## src/rtl/decrypt_pipe_expand.sv

```systemverilog
// rtl/decrypt_pipe_expand.sv - ASCII classify, one-hot letter expansion and per-character key digit selection
// DECRYPT_KEY_ROTATE_EN defined: key pointer rotates (Vigenere); undefined: digit 0 only (Caesar).
module decrypt_pipe_expand #(
   parameter int KEY_LEN = 8
) (
   input  logic        clk,
   input  logic        rst,
   input  logic        en,
   input  logic        mode,
   input  logic [7:0]  data_in,
   input  logic        key_load,
   input  logic [23:0] key_in,
   input  logic        restart,
   output logic        en_out,
   output logic        mode_out,
   output logic        shift_en,
   output logic [2:0]  shift_amt,
   output logic [31:0] extended_shift_in,
   output logic        is_alpha_upper_case,
   output logic        is_alpha_low_case,
   output logic        key_err
);

`ifdef DECRYPT_KEY_ROTATE_EN
   localparam int CHK_LEN = KEY_LEN;
`else
   localparam int CHK_LEN = 1;
`endif

   logic [23:0] key;
   logic [2:0]  ptr;
   logic [2:0]  ptr_next;
   logic        upper;
   logic        lower;
   logic        letter;
   logic        shift_now;
   logic [4:0]  idx;
   logic [4:0]  digit_base;
   logic [2:0]  digit;
   logic        key_ok;
   logic [31:0] ext_next;

   assign upper      = (data_in >= 8'd65) && (data_in <= 8'd90);
   assign lower      = (data_in >= 8'd97) && (data_in <= 8'd122);
   assign letter     = upper | lower;
   assign shift_now  = en & mode & letter;
   // 'A' and 'a' both have low five bits 00001, so one subtract covers both cases
   assign idx        = data_in[4:0] - 5'd1;
   assign digit_base = {2'b00, ptr} * 5'd3;
   assign digit      = key[digit_base +: 3];

   always_comb begin
      key_ok = 1'b1;
      for (int d = 0; d < 8; d++) begin
         if (d < CHK_LEN && key_in[3*d +: 3] == 3'd7)
            key_ok = 1'b0;
      end
   end

   always_comb begin
      ext_next = 32'd0;
      if (shift_now)
         ext_next = 32'd1 << ({1'b0, idx} + 6'd6);
      else if (en)
         ext_next = {24'd0, data_in};
   end

`ifdef DECRYPT_KEY_ROTATE_EN
   always_comb begin
      ptr_next = ptr;
      if (restart || (key_load && key_ok))
         ptr_next = 3'd0;
      else if (shift_now)
         ptr_next = (ptr == 3'(KEY_LEN - 1)) ? 3'd0 : ptr + 3'd1;
   end
`else
   logic unused_restart;
   assign unused_restart = restart;
   assign ptr_next       = 3'd0;
`endif

   always_ff @(posedge clk or posedge rst) begin
      if (rst) begin
         key     <= 24'd0;
         ptr     <= 3'd0;
         key_err <= 1'b0;
      end else begin
         ptr <= ptr_next;
         if (key_load) begin
            if (key_ok) begin
               key     <= key_in;
               key_err <= 1'b0;
            end else begin
               key_err <= 1'b1;
            end
         end
      end
   end

   always_ff @(posedge clk or posedge rst) begin
      if (rst) begin
         en_out              <= 1'b0;
         mode_out            <= 1'b0;
         shift_en            <= 1'b0;
         shift_amt           <= 3'd0;
         extended_shift_in   <= 32'd0;
         is_alpha_upper_case <= 1'b0;
         is_alpha_low_case   <= 1'b0;
      end else begin
         en_out              <= en;
         mode_out            <= mode;
         shift_en            <= shift_now;
         shift_amt           <= shift_now ? digit : 3'd0;
         extended_shift_in   <= ext_next;
         is_alpha_upper_case <= en & upper;
         is_alpha_low_case   <= en & lower;
      end
   end

endmodule

```

## config.mk

```make
export PLATFORM = sky130hd
export DESIGN_NAME = decrypt_pipe_expand
export DESIGN_NICKNAME = d
export VERILOG_FILES = /design/src/rtl/decrypt_pipe_expand.sv
export SDC_FILE = /design/constraint.sdc
export NUM_CORES = 1
export LEC_CHECK = 0
export BUFFER_PORTS_ARGS = -buffer_cell sky130_fd_sc_hd__buf_2
export CAP_MARGIN = 20
export CORE_UTILIZATION = 45
export DETAILED_ROUTE_END_ITERATION = 10
export GPL_TIMING_DRIVEN = 0
export PLACE_DENSITY = 0.78
export RECOVER_POWER = 100
export SLEW_MARGIN = 15
export SYNTH_ARGS = -nofsm -noshare
export SYNTH_HDL_FRONTEND = slang
export SYNTH_SLANG_ARGS = --single-unit
```

## constraint.sdc

```tcl
create_clock -name clk -period 3.15 [get_ports clk]
set_input_delay 0.315 -clock clk [delete_from_list [all_inputs] [get_ports clk]]
set_output_delay 0.315 -clock clk [all_outputs]
set_load 0.1 [all_outputs]
```

==> reports/metrics.cfg, run 1 <==
[worst_setup_path]
cp_slowest_stage_delay_ns=0.51
required_ns=3.30
crit_fanout=10
end_kind=register
crit_slowest_cell=a2111oi_0
critPathBufInv=3
crit_arrival_ns=2.68
critical-path-top-delay-family=buffers and inverters
cpMostUsedCell=clkbuf_1
start_kind=input pin
crit_type=input pin to register
path_cells=clkbuf_1 -> inv_1 -> ha_1 -> nor3b_1 -> a2111oi_0 -> and3_1 -> clkbuf_1 -> o22ai_1

[clock_tree]
cts_buffers=5
cts.sink_count=44
cts_tree=yes
post_cts_buffers=0
cts_htree_levels=2
root_buffer=clkbuf_8
clk_pin_slew_ns=0.08
clk_latency_ns=0.29
cts.path.max_buffers=2

[finish]
most-common-layout-cells=47 x clkbuf_1, 44 x dfrtp_1, 18 x nand2_1
nFillCells=371
multi_input_area_sq_um=738
finalNetCount=287
drive_gt1_share_pct=11.9
antenna_cells=0
areaGrowthSynthToFinish_pct=21.3
final_common_cell=clkbuf_1
final_util_pct=58.3
ff_latch_area_sq_um=1100

[synthesis]
synth_edf_count=0
synth.net_count=225
synth-compound-area-share_pct=11.3
ys_types=44
synth_seq_cells=44
synthAdderAreaFrac_pct=4.46
yosys.area_share.simple_pct=20.8
synth_ff_type=dfrtp_1
synthArstFlopShare_pct=100
synthMuxAreaShare_pct=0.573
synth.avg_cell_area_sq_um=10.9
synth_top_family_by_area=simple AND/OR/NAND/NOR gates
ys_seq_area_share_pct=56.1
synthCells=180
syn-cell-area_sq_um=1960
yosys_warnings=0
synthXorXnorAreaFrac_pct=2.68

[grt]
grt_pass1_wl_um=6510
grtUsageTotal_pct=19.3
grt_pass1_vias=1408
antenna_found_initial=0
grt_max_degree=32
overflow=0

[timing]
finalCriticalPeriod_ns=2.53
finalHoldViolCount=0
slew_headroom_pct=21.0
timing.final.crit_share_pct=80.2
drv_slew=0
fin_skew_ns=0.00145
setup_tns_ns=0
grt_setup_unrepaired=no
fmax_mhz=396
tightest_slew_ns=1.19
finalSetupViolations=0

[placement]
dp.final_hpwl_um=2980
io_buffers=53
gp_congestion=0.819

[die]
die-area_sq_um=4630
start_util_pct=48.1
die_h_um=68.1
io_pins=79
num_rows=23
die_w_um=68.1
core_area_sq_um=4090

[routing]
dr_total_vias=1521
drcViolationCount=0
viasPerCell=5.19
drtAntennaViolNets=0
drt_iter0_markers=112
wl_per_cell_um=14.5
drt_wl_total_um=4240
drtPass1Iterations=4

[pwr]
peakVddDrop_uv=202
power.density_nw_per_um2=589
p_leak_nw=1.07

[flow_run]
drv_cap=0

[hold_path]
hold_path.class=input pin to register

[outcome]
status=finished, final reports clean

## synthesized netlist by cell type, drive strengths merged (4+ instances only)
master / n / area share [%]
dfrtp: 44 / 56
nand2: 19 / 4.1
nor2: 17 / 3.2
inv: 10 / 1.9
o22ai: 8 / 2.5
a21oi: 7 / 1.8
ha: 7 / 4.5
nand3: 7 / 2.0
nor3: 7 / 1.8
buf: 6 / 1.7
nor3b: 5 / 2.4
xnor2: 5 / 2.2
and2: 4 / 1.3
## metal layers
layer  GRT usage (%)  vias to the layer above  part of all wire [%]
li1                -                      741                     -
met1            24.5                      729                    45
met2            31.4                       46                    48
met3            3.67                        5                   5.3
met4            9.64                        0                   1.7
met5               0                        -                     0
## worst paths after layout
path	from	slack, ns	depth (start not counted)	end
max reg2reg	key[1]	2.45	2	key[1]
min reg2reg	key[0]	0.50	1	shift_amt[0]
max in group asynchronous	rst	1.97	4	extended_shift_in[22]
max	data_in[1]	0.62	8	extended_shift_in[0]
min in group asynchronous	rst	0.62	3	shift_amt[0]
min	mode	0.13	1	mode_out
## sequential cells by signal (all words and copies together) (netlist names)
name                 flops
extended_shift_in       32
key                      3
shift_amt                3
en_out                   1
is_alpha_low_case        1
is_alpha_upper_case      1
key_err                  1
mode_out                 1
shift_en                 1
## where the power goes
group          switching, mW  internal [mW]  leakage, nW  total [mW]
clock network          0.190          0.396       0.0784       0.586
registers            0.00530          0.578        0.593       0.583
logic                  0.175         0.0577        0.400       0.233
## kinds of logic after synthesis
group / after synthesis
xor gates and xnor gates: 6
adders and majority gates: 7
DFF: 44
buffers and inverters: 19
muxes: 1
AOI/OAI and AO/OA: 29
and+or+nand+nor: 74
## metrics by stage
stage	worst slack (ns)	instances	total power, mW	cell area, sq um	hold WS, ns
6_report	0.622	293	1.40	2380	0.134
5_1_grt	0.424	293	1.45	2380	0.144
4_1_cts	1.00	293	1.42	2480	0.127
3_5_place_dp	0.702	284	0.835	2310	0.288
3_3_place_gp	0.818	283	0.826	2290	0.438
2_1_floorplan	1.25	180	0.779	1960	0.346
## final cells by class
cell class	count	share of cell area [%]
clock inverters	3	3.78
multi-input cells	117	31.0
flip-flops and latches	44	46.2
well taps	50	2.63
inverters	10	1.58
clock buffers	5	2.89
plain buffers	9	1.84
repair buffers	55	10.1
## what timing repair did
item / CTS / global route
gates resized for setup: 0 / 0
hold buffers: 1 / 0
endpoints found under the hold margin: 13 / 0
Note: power is estimated with default switching activity, not from simulation.
==> inputs of run 2 (changes only) <==
CORE_UTILIZATION = 43   (was 45)
clock period = 2 ns   (was 3.15 ns; I/O delays follow)
==> run 2 against run 1 <==
  * Cell area rose by 3.4%
  * Clock skew rose by 0.0026 ns
  * Core utilization fell by 2.1 points
  * Sequential cell count did not move
  * Combinational power rose by 72%
  * Worst setup slack got worse by 0.51 ns
  * Via count fell by 0.20%
  * First-iteration DRC count rose by 21%
  * Register-to-register slack got worse by 1.1 ns
  * Cell count rose by 1.0%
  * Die area rose by 4.5%
  * Non-clock buffer count rose by 1
  * Critical endpoint unchanged
==> reports/metrics.cfg, run 2 (synthesis gave the netlist of run 1 again) <==
[outcome]
status=finished, final reports clean

[die]
start_util_pct=44.8
core_area_sq_um=4380
num_rows=24
die-area_sq_um=4840
die_w_um=69.6
die_h_um=69.6
io_pins=79

[clock_tree]
cts_htree_levels=2
cts_buffers=5
cts_tree=yes
clk_latency_ns=0.29
root_buffer=clkbuf_8
cts.path.max_buffers=2
clk_pin_slew_ns=0.08
cts.sink_count=44

[pwr]
peakVddDrop_uv=257
power.density_nw_per_um2=829
p_leak_nw=1.10
finalPower_mw=2.04

[timing]
worst_slack_ns=0.112
finalHoldViolCount=0
slew_headroom_pct=20.5
timing.final.crit_share_pct=94.4
finalCriticalPeriod_ns=1.89
drv_slew=0
fmax_mhz=530
tightest_slew_ns=1.20
finalSetupViolations=0
holdWs_ns=0.0322
setup_tns_ns=0
fin_skew_ns=0.00400

[finish]
fin_cells=296
largest-register=extended_shift_in
reg_top3=extended_shift_in x32, key x3, shift_amt x3
largest_reg_flops=32
drive_gt1_share_pct=18.9
finalNetCount=288
nFillCells=398
final_cell_area_sq_um=2460
areaGrowthSynthToFinish_pct=25.4
most-common-layout-cells=44 x clkbuf_1, 44 x dfrtp_1, 17 x nor2_1, 17 x nand2_1, 13 x buf_2
final_util_pct=56.2
antenna_cells=0

[placement]
gp_congestion=0.821
pre_cts_slack_ns=-0.326
dp.final_hpwl_um=3010
io_buffers=53
dp_cells=286
dpl_cell_area_sq_um=2320

[worst_setup_path]
required_ns=2.21
start_kind=input pin
end_kind=register
crit_arrival_ns=2.10
crit_type=input pin to register
crit_fanout=10

[flow_run]
drv_cap=0

[hold_path]
hold_path.class=input pin to register

[grt]
grtUsageTotal_pct=18.3
grt_pass1_vias=1473
antenna_found_initial=0
overflow=0
grt_pass1_wl_um=6890
grt_max_degree=24

[routing]
wl_per_cell_um=14.3
drt_iter0_markers=135
dr_total_vias=1518
drtPass1Iterations=4
drcViolationCount=0
viasPerCell=5.13
drtAntennaViolNets=0
drt_wl_total_um=4240

-- run 2: changes by cell type in the layout (fill, tap and decap cells not counted), moves of 2 or more --
cell | previous run | this run
clkbuf_1 | 47 | 44
xnor2_1 | 5 | 3
nor3b_1 | 5 | 2
nor3b_2 | 0 | 2
xnor2_2 | 0 | 2
clkbuf_8 | 5 | 7
clkbuf_4 | 0 | 2
bufinv_16 | 3 | 1
clkbuf_2 | 1 | 3
-- run 2: cell type report --
type                    count  area [sq um]  share of cell area, %
clock inverters             1          30.0                   1.22
clock buffers               7          96.3                   3.91
plain buffers               9          48.8                   1.98
repair buffers             56           236                   9.60
multi-input cells         117           847                   34.4
flip-flops and latches     44          1100                   44.7
well taps                  52          65.1                   2.64
inverters                  10          37.5                   1.52
-- run 2: per-layer routing --
| metal | wire length [um] | GRT usage, % | up-vias |
|---|---|---|---|
| li1 | - | - | 738 |
| met1 | 1800 | 24.5 | 732 |
| met2 | 2120 | 28.3 | 40 |
| met3 | 232 | 4.22 | 8 |
| met4 | 82 | 8.84 | 0 |
| met5 | 0 | 0 | - |
-- run 2: where the power goes --
group          switching (mW)  internal [mW]
registers             0.00744          0.911
clock network           0.282          0.440
logic                   0.291          0.109
total                   0.580           1.46
-- run 2: worst paths after layout --
| path | end | depth (start not counted) | slack [ns] | startpoint |
|---|---|---|---|---|
| min in group asynchronous | extended_shift_in[17] | 3 | 0.61 | rst |
| max in group asynchronous | key[2] | 4 | 0.38 | rst |
| max | extended_shift_in[0] | 9 | 0.11 | data_in[0] |
| min reg2reg | shift_amt[1] | 1 | 0.47 | key[1] |
| max reg2reg | key[0] | 2 | 1.34 | key[0] |
| min | mode_out | 1 | 0.03 | mode |
-- run 2: what timing repair did --
| action | 4_1_cts | 5_1_grt |
|---|---|---|
| endpoints found under the hold margin | 22 | 0 |
| pin swaps | 0 | 1 |
| hold buffers | 1 | 0 |
| endpoints found under the setup margin | 5 | 31 |
| resized for setup | 1 | 12 |
| buffers inserted | 0 | 1 |
| cloned | 0 | 0 |
-- run 2: worst max-delay path, stage by stage --
cell	delay, ns
buf_2	0.19
inv_1	0.11
ha_1	0.28
nor3b_4	0.21
a2111oi_4	0.33
and3_4	0.28
buf_4	0.18
nand3_1	0.11
o22ai_1	0.20
